### src/rtl/gate_pattern_checker_sat_counter.sv
// Saturating up-counter with synchronous active-low reset and a
// synchronous clear; holds at all-ones once reached.
module sat_counter #(
    parameter int WIDTH = 8
) (
    input  logic             clk,
    input  logic             clrn,
    input  logic             clear,
    input  logic             inc,
    output logic [WIDTH-1:0] count
);

    localparam logic [WIDTH-1:0] ONE = WIDTH'(1);

    always_ff @(posedge clk) begin
        if (!clrn || clear) begin
            count <= '0;
        end else if (inc && (count != '1)) begin
            count <= count + ONE;
        end
    end

endmodule

### config.mk
export PLATFORM = sky130hd
export DESIGN_NAME = sat_counter
export DESIGN_NICKNAME = d
export VERILOG_FILES = /design/src/rtl/gate_pattern_checker_sat_counter.sv
export SDC_FILE = /design/constraint.sdc
export NUM_CORES = 1
export LEC_CHECK = 0
export BUFFER_PORTS_ARGS = -buffer_cell sky130_fd_sc_hd__buf_2
export CORE_AREA = 4 4 41 43
export CTS_CLUSTER_SIZE = 24
export DETAILED_ROUTE_END_ITERATION = 12
export DIE_AREA = 0 0 45 47
export GPL_TIMING_DRIVEN = 1
export SLEW_MARGIN = 20
export SYNTH_ARGS = -nofsm -noshare
export SYNTH_HDL_FRONTEND = slang
export SYNTH_SLANG_ARGS = --single-unit
### constraint.sdc
create_clock -name clk -period 1.3 [get_ports clk]
set_input_delay 0.325 -clock clk [delete_from_list [all_inputs] [get_ports clk]]
set_output_delay 0.325 -clock clk [all_outputs]
set_load 0.05 [all_outputs]
== After elaboration in Yosys (flattened, before gate mapping) ==
Index checks and enable logic that the tools add are counted.

* Bits of input ports: 4
* Bits in registers: 8
* Logic and storage cells: 6

* Reductions and logical operators: 3
* Add/sub/neg operators: 1
* Equality and inequality tests: 1

{| class="wikitable"
|+ Operators with widths
! operator !! count
|-
| $add 8x1->8 const B || 1
|-
| $ne 8x8->1 const B || 1
|-
| $logic_and 1x1->1 || 1
|-
| $logic_not 1->1 || 1
|-
| $logic_or 1x1->1 || 1
|}

== Depth between registers and ports, before layout ==
Gate-level depths: netlist of run 1.

* Depth in word-level cells: 2
* Depth in mapped cells: 4
* Mapped depth without buffers: 4

== Worst setup path after synthesis of run 1 ==
OpenSTA, ideal clock, no wires.

* Path type: reg-to-reg
* Start point: register count[0]
* End point: register count[7]
* Path buffers: 0
* Arrival time: 1.476 ns
* Library setup time: 0.091 ns
* Clock period less this slack: 1.567 ns
* Setup slack: -0.267 ns
* Cell stages (with the launch flop): 5
* Cells stage by stage: dfxtp_1 ha_1 and4_4 nor2b_2 a311oi_1

* Word-level cells in the longest chain between the ends: 2
* Elaborated cells between the ends (all ways): 3
* Those cells by class: add/sub: 1; eq/ne: 1; reduce/logical: 1

{| class="wikitable"
|+ Ends and longest elaborated chain
! element !! RTL line !! text
|-
| from (decl) || 10 || <nowiki>output logic [WIDTH-1:0] count</nowiki>
|-
| from (signal assigned) || 19 || <nowiki>count <= count + ONE;</nowiki>
|-
| parallel branches: the longest is 2 deep, another holds $add 8x1->8 || - ||
|}

Several ways; the timed one is not identified.
A chain may end at the register's enable or synchronous reset.

== Worst setup path in the final report of run 1 ==
* Start point: register count[2]
* End point: output count[2]

No word-level cell between the ends.

==> results of run 1 <==
[layout by cell type, fill, tap and decap left out, drive strengths merged, types with 2 or more instances in the layout]
cell	count
o21ai	2
a21oi	5
a31oi	2
nand2	5
nor2b	4
dfxtp	8
nand2b	3
clkbuf	5
buf	11
mux2i	3
and4	4
[power groups by stage]
stage                     clock network, W  registers (W)   logic, W
final                             0.000206       0.000249  0.0000359
after global routing              0.000228       0.000249  0.0000397
after CTS                         0.000217       0.000248  0.0000362
after detailed placement                 0       0.000253  0.0000360
after global placement                   0       0.000252  0.0000359
after floorplan                          0       0.000260  0.0000147
[metal layers]
metal / track usage [%] / wire [um] / vias to the layer above
met5: 0 / 0 / -
met4: 9.94 / 15 / 0
met3: 2.68 / 48 / 2
met2: 15.0 / 415 / 7
met1: 10.6 / 439 / 188
li1: - / - / 210
[metrics by stage]
stage          setup WS (ps)  utilization, %  total power [W]  cells
3_3_place_gp            67.5            39.9         0.000288     73
3_5_place_dp            44.7            39.9         0.000289     73
4_1_cts                 17.5            41.9         0.000501     77
6_report                52.4            43.5         0.000490     77
5_1_grt                 10.8            43.5         0.000517     77
2_1_floorplan           1.08               -         0.000275     46
[tightest hold or removal path, stage by stage]
cell,delay (ps)
buf_2,100
nand2b_1,110
a311oi_1,60
[Yosys cell counts, drive strengths merged (2+ instances only)]
| master | instances | area share (%) |
|---|---|---|
| a21oi | 5 | 5.9 |
| nor2b | 4 | 6.5 |
| nand2 | 5 | 4.5 |
| a31oi | 2 | 3.0 |
| dfxtp | 8 | 38 |
| nand2b | 3 | 4.5 |
| mux2i | 3 | 7.1 |
| and4 | 4 | 8.9 |
| o21ai | 2 | 2.4 |
[cells by family (layout without fill, tap and decap cells)]
family	after synthesis	after routing	synth area share [%]
compound gates	13	13	21.4
fa+ha+maj	1	1	2.97
buf+inv	0	16	0
flops	8	8	38.0
mux	3	3	7.12
simple gates	21	21	30.6
[what timing repair did]
| action | 4_1_cts | 5_1_grt |
|---|---|---|
| resized for setup | 0 | 3 |
| buffers inserted | 0 | 0 |
| setup endpoints to repair | 0 | 4 |
[final cells by class]
type                    count  area, sq um
repair buffers             12         65.1
well taps                  15         18.8
fillers                   145          736
clock buffers               4         26.3
multi-input cells          38          282
flip-flops and latches      8          174
[final timing paths]
path	start	end	slack [ps]
max reg2reg	count[0]$_SDFFE_PP0P_	count[5]$_SDFFE_PP0P_	80
max	count[2]$_SDFFE_PP0P_	count[2]	50
min	clrn	count[7]$_SDFFE_PP0P_	370
min reg2reg	count[5]$_SDFFE_PP0P_	count[5]$_SDFFE_PP0P_	490
==> results.json, run 1 <==
{
  "max_stage_delay_ps": 380,
  "cpMaxStageDelayCell": "dfxtp_2",
  "pwr-share-comb_pct": 7.3,
  "slew_headroom_pct": 81.8,
  "min_path_type": "in2reg",
  "p_leak_nw": 0.234,
  "rsz0062_at_grt": "false",
  "fin_tns_setup_ps": 0,
  "pwr-share-seq_pct": 50.7,
  "swShare_pct": 22.9,
  "crit_buf_inv": 1,
  "synthCells": 46,
  "rows": 13,
  "clk_path_buf_depth": 2,
  "firstDrtPassIters": 3,
  "drive_above_1_share_pct": 43.5,
  "ios": 12,
  "gp_congestion": 0.732,
  "grt_start_max_net_pins": 10,
  "fin_nets": 68,
  "drc": 0,
  "fin_crit_sh_pct": 96.0,
  "tritoncts": "done",
  "wl_um": 918,
  "synth-main-ff-cell": "dfxtp_1",
  "dpl-instance-area_sq_um": 519,
  "peakVddDrop_mv": 0.537,
  "synth_edf_count": 0,
  "async_flop_share_pct": 0,
  "syn_avg_cell_area_sq_um": 9.17,
  "vias_per_cell": 5.29,
  "clock.fmax_mhz": 802,
  "ys_seq_area_share_pct": 38.0,
  "final_max_slew_viol_count": 0,
  "antenna_found_initial": 0,
  "synth-seq-cells": 8,
  "top_regs": "count (8)",
  "grt_pass1_vias": 359,
  "dieArea_sq_mm": 0.00212,
  "synth_area_sq_um": 422,
  "cts_buffers": 3,
  "io_buffers": 11,
  "antenna_left": 0,
  "drt_iter0_drc": 4,
  "wl_per_cell_um": 11.9,
  "whs_ps": 372,
  "cap_violations": 0,
  "intPower_w": 0.000378,
  "clockPowerShare_pct": 41.9,
  "stdcell_area_sq_um": 566,
  "end_kind": "output port",
  "power_switching_w": 0.000112,
  "top_register": "count",
  "ctsHoldBuffers": 0,
  "arrival_ps": 920,
  "cts_root_buffer": "clkbuf_4",
  "core_sq_mm": 0.00130,
  "synthDistinctLibCells": 21,
  "cts_sinks": 8,
  "syn2layout_area_growth_pct": 34.1,
  "startpoint_type": "register",
  "r2r_cells": 4,
  "skew_ps": 9.95,
  "worstSkewPairLatency_ps": 260,
  "tightest_slew_ps": 273,
  "die_h_um": 47,
  "hold_depth": 3,
  "finalHoldViolCount": 0,
  "post-dp-hpwl_um": 691,
  "track_usage_pct": 9.77,
  "crit_cells": 1,
  "worstPathCellList": "buf_2",
  "post-route-min-period_ps": 1250,
  "path_delay_family": "flip-flops",
  "clkTransAtPathRegs_ps": 60,
  "start_util_pct": 32.4,
  "grt-ovfl-total": 0,
  "final-setup-viol-count": 0,
  "cp_max_fo": 7,
  "cp.required_ps": 980,
  "status": "finished clean",
  "yosys_warnings": 0,
  "cts_max_level": 1,
  "num_antenna_cells": 0,
  "synth_nets": 51,
  "power_density_mw_per_mm2": 867,
  "grt_pass1_wl_um": 1460,
  "largest_reg_flops": 8,
  "critPathKind": "reg2out",
  "vias": 407,
  "die_w_um": 45
}
No activity file was read; power rests on OpenSTA's default activity.
==> run 2, diff against run 1 <==
--- a/config.mk
+++ b/config.mk
@@ -11,6 +11,7 @@
 export DETAILED_ROUTE_END_ITERATION = 12
 export DIE_AREA = 0 0 45 47
 export GPL_TIMING_DRIVEN = 1
+export SETUP_SLACK_MARGIN = 0.5
 export SLEW_MARGIN = 20
 export SYNTH_ARGS = -nofsm -noshare
 export SYNTH_HDL_FRONTEND = slang
==> run 2 against run 1 <==
Power down 5.4%. Clock power down 10%. Fmax up 6.0%. Wire length up 19%. Flip-flop and latch count unchanged. Sequential power down 5%. Global-route usage up 3.2 points. Non-clock buffer count up 10. Via count up 5.7%. Register-to-register slack better by 40 ps. Final cell count up 12%. Critical path type is now reg2reg.
==> results.json, run 2 (synthesis results as in run 1) <==
{
  "r2r_setup_slack_ps": 120,
  "grt-ovfl-total": 0,
  "r2r_cells": 4,
  "num_antenna_cells": 0,
  "power_switching_w": 0.000106,
  "gp_congestion": 0.776,
  "ios": 12,
  "syn2layout_area_growth_pct": 73.9,
  "rows": 13,
  "die_h_um": 47,
  "largest_reg_flops": 8,
  "wl_per_cell_um": 12.7,
  "worstSkewPairLatency_ps": 250,
  "post-dp-hpwl_um": 745,
  "drt_iter0_drc": 2,
  "rsz0062_at_grt": "true",
  "slew_headroom_pct": 87.6,
  "die_w_um": 45,
  "cts_buffers": 3,
  "finalHoldViolCount": 0,
  "cp_max_fo": 4,
  "clk_path_buf_depth": 2,
  "post-route-min-period_ps": 1180,
  "top_regs": "count (8)",
  "power_density_mw_per_mm2": 633,
  "grt_start_max_net_pins": 10,
  "pwr-share-comb_pct": 9.2,
  "final-setup-viol-count": 0,
  "tightest_slew_ps": 185,
  "intPower_w": 0.000358,
  "worstReg2RegEnd": "count[5]$_SDFFE_PP0P_",
  "critPathKind": "reg2reg",
  "tritoncts": "done",
  "final_util_pct": 56.3,
  "cpMaxStageDelayCell": "dfxtp_4",
  "max_stage_delay_ps": 360,
  "crit_end": "count[5]$_SDFFE_PP0P_",
  "r2r_start": "count[1]$_SDFFE_PP0P_",
  "clockPowerShare_pct": 39.8,
  "fin_nets": 78,
  "p_leak_nw": 0.299,
  "multi_input_area_sq_um": 287,
  "grt_pass1_wl_um": 1920,
  "peakVddDrop_mv": 0.604,
  "vias": 430,
  "vias_per_cell": 5.00,
  "dieArea_sq_mm": 0.00212,
  "min_path_type": "in2reg",
  "fin_crit_sh_pct": 90.5,
  "crit_buf_inv": 0,
  "hold_depth": 3,
  "antenna_left": 0,
  "swShare_pct": 22.8,
  "drc": 0,
  "io_buffers": 11,
  "cts_max_level": 1,
  "firstDrtPassIters": 2,
  "start_util_pct": 32.4,
  "grt_pass1_vias": 431,
  "top_register": "count",
  "fin_tns_setup_ps": 0,
  "track_usage_pct": 13.0,
  "fin_cells": 86,
  "crit_start": "count[1]$_SDFFE_PP0P_",
  "fill_cells": 122,
  "end_kind": "register",
  "drive_above_1_share_pct": 57.7,
  "clock.fmax_mhz": 850,
  "pwr-share-seq_pct": 51.0,
  "final_max_slew_viol_count": 0,
  "startpoint_type": "register",
  "whs_ps": 392,
  "skew_ps": 1.74,
  "cts_root_buffer": "clkbuf_4",
  "status": "finished clean",
  "register_area_sq_um": 190,
  "clkTransAtPathRegs_ps": 50,
  "ctsHoldBuffers": 0,
  "wl_um": 1100,
  "arrival_ps": 1350,
  "cp.required_ps": 1470,
  "antenna_found_initial": 0,
  "core_sq_mm": 0.00130,
  "place_inst": 73,
  "cap_violations": 0,
  "cts_sinks": 8,
  "path_delay_family": "flip-flops",
  "crit_cells": 4,
  "layout_common_cells": "buf_4 (9), dfxtp_4 (8), buf_8 (7)",
  "final_common_cell": "buf_4",
  "worstPathCellList": "ha_4, and4_4, a211oi_2, mux2i_1"
}
## run 2: power groups by stage
stage,logic [W],clock network [W],registers (W)
finish,0.0000427,0.000185,0.000236
global route,0.0000460,0.000209,0.000237
detailed placement,0.0000366,0,0.000241
floorplan,0.0000150,0,0.000249
CTS,0.0000418,0.000197,0.000236
global placement,0.0000365,0,0.000241
## run 2: layout make-up
class	instances	share of cell area [%]
clock buffers	3	3.07
multi-input cells	38	39.1
flip-flops and latches	8	25.9
well taps	15	2.56
repair buffers	22	29.4
## run 2: per-stage QoR
step           setup slack [ps]  power (W)  area (sq um)
6_report                    123   0.000464           733
5_1_grt                    41.9   0.000491           733
4_1_cts                    74.0   0.000474           711
3_5_place_dp               69.5   0.000278           551
3_3_place_gp                104   0.000278           551
2_1_floorplan              77.5   0.000264           469
## run 2: metal layers
metal	vias to the layer above	wire [um]	global-route usage, %
met3	4	45	6.13
met2	9	531	22.3
li1	226	-	-
met4	0	19	5.26
met1	191	500	13.8
met5	-	0	0
## run 2: worst min-delay path by stage
stage	slack [ps]	end	startpoint
floorplan	500	count[7]$_SDFFE_PP0P_	clrn
detailed placement	470	count[3]$_SDFFE_PP0P_	count[3]$_SDFFE_PP0P_
CTS	390	count[7]$_SDFFE_PP0P_	clrn
global route	400	count[7]$_SDFFE_PP0P_	clrn
finish	390	count[7]$_SDFFE_PP0P_	clrn
global placement	470	count[3]$_SDFFE_PP0P_	count[3]$_SDFFE_PP0P_
## run 2: worst reg2reg max path, cell delays in order (launching register included)
cell	delay, ps
dfxtp_4	360
ha_4	160
and4_4	160
a211oi_2	200
mux2i_1	220
## run 2: repair_timing
item                       CTS  global route
buffers inserted             8             2
pin swaps                   10             2
gates resized for setup     24             4
setup endpoints to repair   16            16
==> run 3, diff against run 2 <==
==> constraint.sdc (replaced) <==
create_clock -name clk -period 1.2 [get_ports clk]
set_input_delay 0.3 -clock clk [delete_from_list [all_inputs] [get_ports clk]]
set_output_delay 0.3 -clock clk [all_outputs]
set_load 0.05 [all_outputs]
==> run 3 against run 2 <==
Clock skew increased by 1.5 ps. Sequential share of layout area decreased by 0.61 points. Via count increased by 3.7%. Global-route usage decreased by 0.48 points. Die area unchanged. Flip-flop and latch count unchanged. Clock power increased by 9%. First-iteration DRC count increased by 50%. Final cell count increased by 1.2%. Critical path depth decreased by 2. Power increased by 10%. Non-clock buffer count increased by 1.
==> results.json, run 3 (synthesis results as in run 1) <==
{
  "status": "finished clean",
  "arrival_ps": 890,
  "start_util_pct": 32.4,
  "antenna_left": 0,
  "critPathKind": "reg2out",
  "fin_nets": 79,
  "die_w_um": 45,
  "largest_reg_flops": 8,
  "die_h_um": 47,
  "num_antenna_cells": 0,
  "cts_sinks": 8,
  "r2r_start": "count[0]$_SDFFE_PP0P_",
  "fill_cells": 123,
  "clk_path_buf_depth": 2,
  "cpMaxStageDelayCell": "dfxtp_4",
  "grt_pass1_vias": 432,
  "crit_end": "count[1]",
  "fin_tns_setup_ps": 0,
  "clkTransAtPathRegs_ps": 50,
  "grt_start_max_net_pins": 9,
  "layout_common_cells": "buf_4 (11), dfxtp_4 (8), buf_8 (8)",
  "power_w": 0.000510,
  "max_stage_delay_ps": 360,
  "vias_per_cell": 5.13,
  "place_ws_ps": -30.5,
  "vias": 446,
  "dieArea_sq_mm": 0.00212,
  "drc": 0,
  "r2r_setup_slack_ps": 30,
  "ctsHoldBuffers": 0,
  "fin_ws_ps": 10.1,
  "track_usage_pct": 12.5,
  "gp_congestion": 0.775,
  "antenna_found_initial": 0,
  "stdcell_area_sq_um": 751,
  "cp_max_fo": 5,
  "ios": 12,
  "post-dp-hpwl_um": 745,
  "worstPathCellList": "buf_4, buf_8",
  "cap_violations": 0,
  "cp.required_ps": 900,
  "drt_iter0_drc": 3,
  "r2r_cells": 4,
  "fin_crit_sh_pct": 99.2,
  "rows": 13,
  "worstReg2RegEnd": "count[5]$_SDFFE_PP0P_",
  "finalHoldViolCount": 0,
  "clock.fmax_mhz": 840,
  "drive_above_1_share_pct": 59.7,
  "worstSkewPairLatency_ps": 250,
  "wl_per_cell_um": 13.1,
  "syn2layout_area_growth_pct": 78.0,
  "grt-ovfl-total": 0,
  "post-route-min-period_ps": 1190,
  "cts_max_level": 1,
  "cts_buffers": 3,
  "p_leak_nw": 0.307,
  "tritoncts": "done",
  "min_path_type": "in2reg",
  "min_from": "clrn",
  "wl_um": 1140,
  "top_register": "count",
  "core_sq_mm": 0.00130,
  "firstDrtPassIters": 4,
  "grt_pass1_wl_um": 1860,
  "end_kind": "output port",
  "skew_ps": 3.26,
  "startpoint_type": "register",
  "final_common_cell": "buf_4",
  "top_regs": "count (8)",
  "peakVddDrop_mv": 0.658,
  "rsz0062_at_grt": "true",
  "slew_headroom_pct": 87.5,
  "tightest_slew_ps": 186,
  "final_max_slew_viol_count": 0,
  "cts_root_buffer": "clkbuf_4",
  "power_density_mw_per_mm2": 680,
  "final-setup-viol-count": 0,
  "io_buffers": 11,
  "dpl-instance-area_sq_um": 551,
  "crit_start": "count[1]$_SDFFE_PP0P_"
}
==> run 3: worst max-delay path: cells and delay by family, from the launching register on <==
kind / cells / cell delay, ps
buffers and inverters: 2 / 280
flip-flops: 1 / 360
==> run 3: how the worst min path moves through the flow <==
stage,endpoint,cells after the start,slack [ps]
final,count[7]$_SDFFE_PP0P_,3,370
after global routing,count[7]$_SDFFE_PP0P_,3,380
after CTS,count[7]$_SDFFE_PP0P_,3,370
after detailed placement,count[3]$_SDFFE_PP0P_,1,470
after global placement,count[3]$_SDFFE_PP0P_,1,470
after floorplan,count[7]$_SDFFE_PP0P_,2,470
==> run 3: timing repair <==
action,4_1_cts,5_1_grt
resized for setup,22,8
cloned,0,0
setup buffers,7,4
pin swaps,7,1
endpoints found under the setup margin,16,16
==> run 3: stage by stage <==
step                cells  hold WS, ps  utilization, %
finish                 87          366            57.7
global route           87          377            57.7
CTS                    83          367            53.5
detailed placement     73          473            42.3
global placement       73          472            42.3
floorplan              46          473               -
==> run 3: layout make-up <==
class | instances | area (sq um) | share of cell area (%)
multi-input combinational | 38 | 290 | 38.7
sequential | 8 | 190 | 25.3
timing repair buffer | 23 | 229 | 30.5
clock buffer | 3 | 22.5 | 3.00
tap | 15 | 18.8 | 2.50
==> run 3: power breakdown <==
group	leakage, nW	switching, W	internal [W]	total (W)
registers	0.0710	0.00000382	0.000252	0.000256
logic	0.222	0.0000266	0.0000261	0.0000527
clock network	0.0138	0.0000874	0.000114	0.000202
==> run 3: routing by layer <==
metal	part of all wire [%]	wire (um)	global-route usage, %	vias to the layer above
met1	41	469	12.8	201
met5	0	0	0	-
met2	51	584	22.0	13
met4	1.7	19	5.26	0
li1	-	-	-	228
met3	6.0	68	5.75	4
